[src/rtl/sar_search_16bit.sv]
// Successive-approximation search engine: drives a probe into a magnitude comparator and
// binary-searches the comparator's A-side target from the gt/eq/lt flags it returns.
module sar_search_16bit #(
  parameter int WIDTH = 16
) (
  input  logic                     clk,
  input  logic                     rst,
  input  logic                     start,
  input  logic                     cmp_gt,
  input  logic                     cmp_eq,
  input  logic                     cmp_lt,
  output logic [WIDTH-1:0]         probe,
  output logic                     busy,
  output logic                     done,
  output logic                     found,
  output logic                     err,
  output logic [WIDTH-1:0]         result,
  output logic [$clog2(WIDTH):0]   iters
);

  // state  | meaning
  // IDLE   | waiting for start; outputs of the last search hold
  // SEARCH | one comparison consumed per clock edge
  typedef enum logic {IDLE, SEARCH} state_t;

  localparam logic [WIDTH:0] RANGE_MAX   = {1'b0, {WIDTH{1'b1}}};
  localparam logic [WIDTH:0] ONE_X       = {{WIDTH{1'b0}}, 1'b1};
  localparam logic [WIDTH-1:0] FIRST_MID = {1'b0, {(WIDTH-1){1'b1}}};

  state_t                 state_q;
  logic [WIDTH:0]         lo_q, hi_q;
  logic [WIDTH-1:0]       probe_q, result_q;
  logic [$clog2(WIDTH):0] iters_q;
  logic                   busy_q, done_q, found_q, err_q;

  logic [WIDTH:0] probe_x, lo_inc, hi_dec, mid_gt, mid_lt, mid_d;
  logic           flags_ok, gt_empty, lt_empty, empty_d;

  always_comb begin
    probe_x  = {1'b0, probe_q};
    lo_inc   = probe_x + ONE_X;
    hi_dec   = probe_x - ONE_X;
    mid_gt   = lo_inc + ((hi_q - lo_inc) >> 1);
    mid_lt   = lo_q + ((hi_dec - lo_q) >> 1);
    flags_ok = $onehot({cmp_gt, cmp_eq, cmp_lt});
    gt_empty = lo_inc > hi_q;
    lt_empty = (probe_q == '0) || (lo_q > hi_dec);
    mid_d    = cmp_gt ? mid_gt : mid_lt;
    // A mid above the WIDTH-bit range can only come from a range that is already empty.
    empty_d  = (cmp_gt ? gt_empty : lt_empty) | mid_d[WIDTH];
  end

  always_ff @(posedge clk or posedge rst) begin
    if (rst) begin
      state_q  <= IDLE;
      lo_q     <= '0;
      hi_q     <= '0;
      probe_q  <= '0;
      result_q <= '0;
      iters_q  <= '0;
      busy_q   <= 1'b0;
      done_q   <= 1'b0;
      found_q  <= 1'b0;
      err_q    <= 1'b0;
    end else begin
      done_q <= 1'b0;
      case (state_q)
        IDLE: begin
          if (start) begin
            lo_q    <= '0;
            hi_q    <= RANGE_MAX;
            probe_q <= FIRST_MID;
            iters_q <= '0;
            found_q <= 1'b0;
            err_q   <= 1'b0;
            busy_q  <= 1'b1;
            state_q <= SEARCH;
          end
        end
        SEARCH: begin
          iters_q <= iters_q + 1'b1;
          if (!flags_ok) begin
            err_q   <= 1'b1;
            done_q  <= 1'b1;
            busy_q  <= 1'b0;
            state_q <= IDLE;
          end else if (cmp_eq) begin
            result_q <= probe_q;
            found_q  <= 1'b1;
            done_q   <= 1'b1;
            busy_q   <= 1'b0;
            state_q  <= IDLE;
          end else begin
            if (cmp_gt) lo_q <= lo_inc;
            else        hi_q <= hi_dec;
            if (empty_d) begin
              err_q   <= 1'b1;
              done_q  <= 1'b1;
              busy_q  <= 1'b0;
              state_q <= IDLE;
            end else begin
              probe_q <= mid_d[WIDTH-1:0];
            end
          end
        end
        default: state_q <= IDLE;
      endcase
    end
  end

  assign probe  = probe_q;
  assign busy   = busy_q;
  assign done   = done_q;
  assign found  = found_q;
  assign err    = err_q;
  assign result = result_q;
  assign iters  = iters_q;

endmodule

[config.mk]
export PLATFORM = sky130hd
export DESIGN_NAME = sar_search_16bit
export DESIGN_NICKNAME = d
export VERILOG_FILES = /design/src/rtl/sar_search_16bit.sv
export SDC_FILE = /design/constraint.sdc
export NUM_CORES = 1
export LEC_CHECK = 0
export CORE_MARGIN = 2
export CORE_UTILIZATION = 45
export CTS_BUF_LIST = sky130_fd_sc_hd__clkbuf_8
export CTS_CLUSTER_SIZE = 30
export DETAILED_ROUTE_END_ITERATION = 7
export GPL_ROUTABILITY_DRIVEN = 0
export PLACE_DENSITY_LB_ADDON = 0.3
export SYNTH_ARGS = -nofsm -noshare
export SYNTH_HDL_FRONTEND = slang
export SYNTH_SLANG_ARGS = --single-unit
[constraint.sdc]
create_clock -name clk -period 10.85 [get_ports clk]
set_clock_uncertainty 0.15 [all_clocks]
set_input_delay 2.17 -clock clk [delete_from_list [all_inputs] [get_ports clk]]
set_output_delay 2.17 -clock clk [all_outputs]
set_load 0.02 [all_outputs]
==> results.tsv <==
metric	value	unit
ys_ff_latch	76	
fin_tns_setup	0	ns
syn_avg_cell_area	8.262	µm²
fmax	162.6	MHz
dp_hpwl	12920	µm
rsz0062_at_grt	false	
drcViolationCount	0	
overflow	0	
dieHeight	125.9	µm
cts_num_sinks	76	
cap_violations	0	
rows	44	
drtAntennaViolNets	0	
syn2layout_area_growth	12.06	%
drt-initial-drc-count	356	
crit_arrival	6.26	ns
cts_hold_buf	0	
io_buffers	46	
dr_total_vias	5845	
start_util	0.4599	
hold_path.class	register to register	
clk_path_buf_depth	2	
syn_nets	887	
slew_viol_final	0	
r2r-start	probe[0]	
synth_area	6684	µm²
fp.dieW	125.9	µm
yosys_warnings	0	
synth.distinct_cells	60	
drive_gt1_frac	0.05575	
cp-end-kind	register	
first_global_vias	5500	
clock_latency	0.39	ns
crit_fanout	17	
cp.required	10.96	ns
cts-root-buf	clkbuf_8	
post_cts_buffers	0	
finalHoldViolCount	0	
grt_start_max_net_pins	77	
dieArea	15840	µm²
grt_pass1_wl	28280	µm
cts_tree	built	
dr.pass1.iters	5	
cp-start-kind	register	
synthFlopType	dfrtp_1	
num-nets-final	917	
synth-edff-count	0	
period_needed	6.150	ns
wirelength	17330	µm
whs	0.3428	ns
final_cell_mix	dfrtp_1 (76), nand2_1 (71), nor2_1 (69), o21ai_0 (69), ha_1 (67)	
cts_buffers	9	
min_period_over_period	0.5668	
h-tree-depth	3	
slew_headroom	0.3263	
final_core_util	0.5153	
setup_viol	0	
crit_start	probe[0]	
wl_per_cell	16.88	µm
status	finished, final reports clean	
ios	47	
holdCritStartpoint	found	
core_area	14530	µm²
mostFrequentLayoutCell	dfrtp_1	
gr-usage-all-layers	0.2253	
antenna_found_initial	0	
ys_seq_area_frac	0.2845	
netlist_instances	809	
async_reset_ff_frac	1.000	
critical_path_class	register to register	
path_clk_slew	0.08	ns
cts_resized	0	
antenna_cells	0	
worst_slew_pin_slew	1.011	ns
avgViaCountPerCell	5.691	
==> registers in the layout (all words and copies together) (netlist names) <==
signal and cells:
state_q 1, found 1, probe 16, lo_q 17
iters 5, hi_q 17, result 16, busy 1
err 1, done 1
==> critical path, cell delays in order, from the launching register on <==
cell	delay (ns)
dfrtp_1	0.52
inv_1	0.20
ha_1	0.21
inv_1	0.08
nor4_2	0.57
nand2b_1	0.14
xnor2_1	0.30
ha_1	0.34
a21o_1	0.19
a21o_1	0.20
a22oi_1	0.19
o211ai_1	0.18
a21o_1	0.22
a21o_1	0.18
xor2_1	0.14
ha_1	0.33
a21o_1	0.19
o41a_1	0.41
or4_4	0.43
a21oi_1	0.20
a32oi_2	0.06
buf_4	0.26
mux2_1	0.34
==> Yosys cell counts, types with 22 or more instances <==
library cell   n  area, µm²
a21o_1        22      165.2
a21oi_1       57      285.3
clkbuf_1      30      112.6
dfrtp_1       76       1902
ha_1          67      838.3
inv_1         57      214.0
nand2_1       71      266.5
nand3_1       37      185.2
nor2_1        69      259.0
o21ai_0       69      345.3
xnor2_1       41      359.1
xor2_1        38      332.8
==> metal layers <==
| layer | share of wire | routed length, µm | track usage |
|---|---|---|---|
| met4 | 0.019 | 335 | 0.07563 |
| met2 | 0.42 | 7212 | 0.3186 |
| met3 | 0.050 | 860 | 0.03356 |
| met5 | 0 | 0 | 0 |
| met1 | 0.51 | 8923 | 0.3497 |
==> cell families after synthesis <==
family	synth area share
AND/OR/NAND/NOR	0.1778
AO/OA/AOI/OAI	0.1894
buffers and inverters	0.05354
XOR/XNOR	0.1035
flip-flops	0.2845
adder cells (fa/ha/maj)	0.1404
multiplexers	0.05073
==> cell type report <==
type,count,area [µm²]
clock buffer,10,137.6
clock inverter,5,52.55
fill,1421,7044
inverter,57,215.2
multi-input combinational,642,4439
sequential,76,1902
tap,184,230.2
timing repair buffer,53,513.0
==> through the flow <==
stage / setup slack, ns / cell area (µm²) / std cells
after floorplan: 5.144 / 6684 / 809
after global placement: 4.877 / 7300 / 1012
after detailed placement: 4.775 / 7300 / 1012
after CTS: 4.736 / 7490 / 1027
after global routing: 4.378 / 7490 / 1027
final: 4.700 / 7490 / 1027
==> worst paths after layout <==
kind / to / slack (ns) / cells after the start
min in group asynchronous: iters[2] / 2.25 / 3
worst max-delay path: probe[15] / 4.70 / 22
worst max register to register: probe[15] / 4.70 / 22
worst min register to register: found / 0.34 / 2
worst min-delay path: found / 0.34 / 2
max in group asynchronous: result[11] / 7.63 / 3
Power is not shown: default switching activity piles up to over one toggle a cycle in this logic, so the estimate is an artifact.
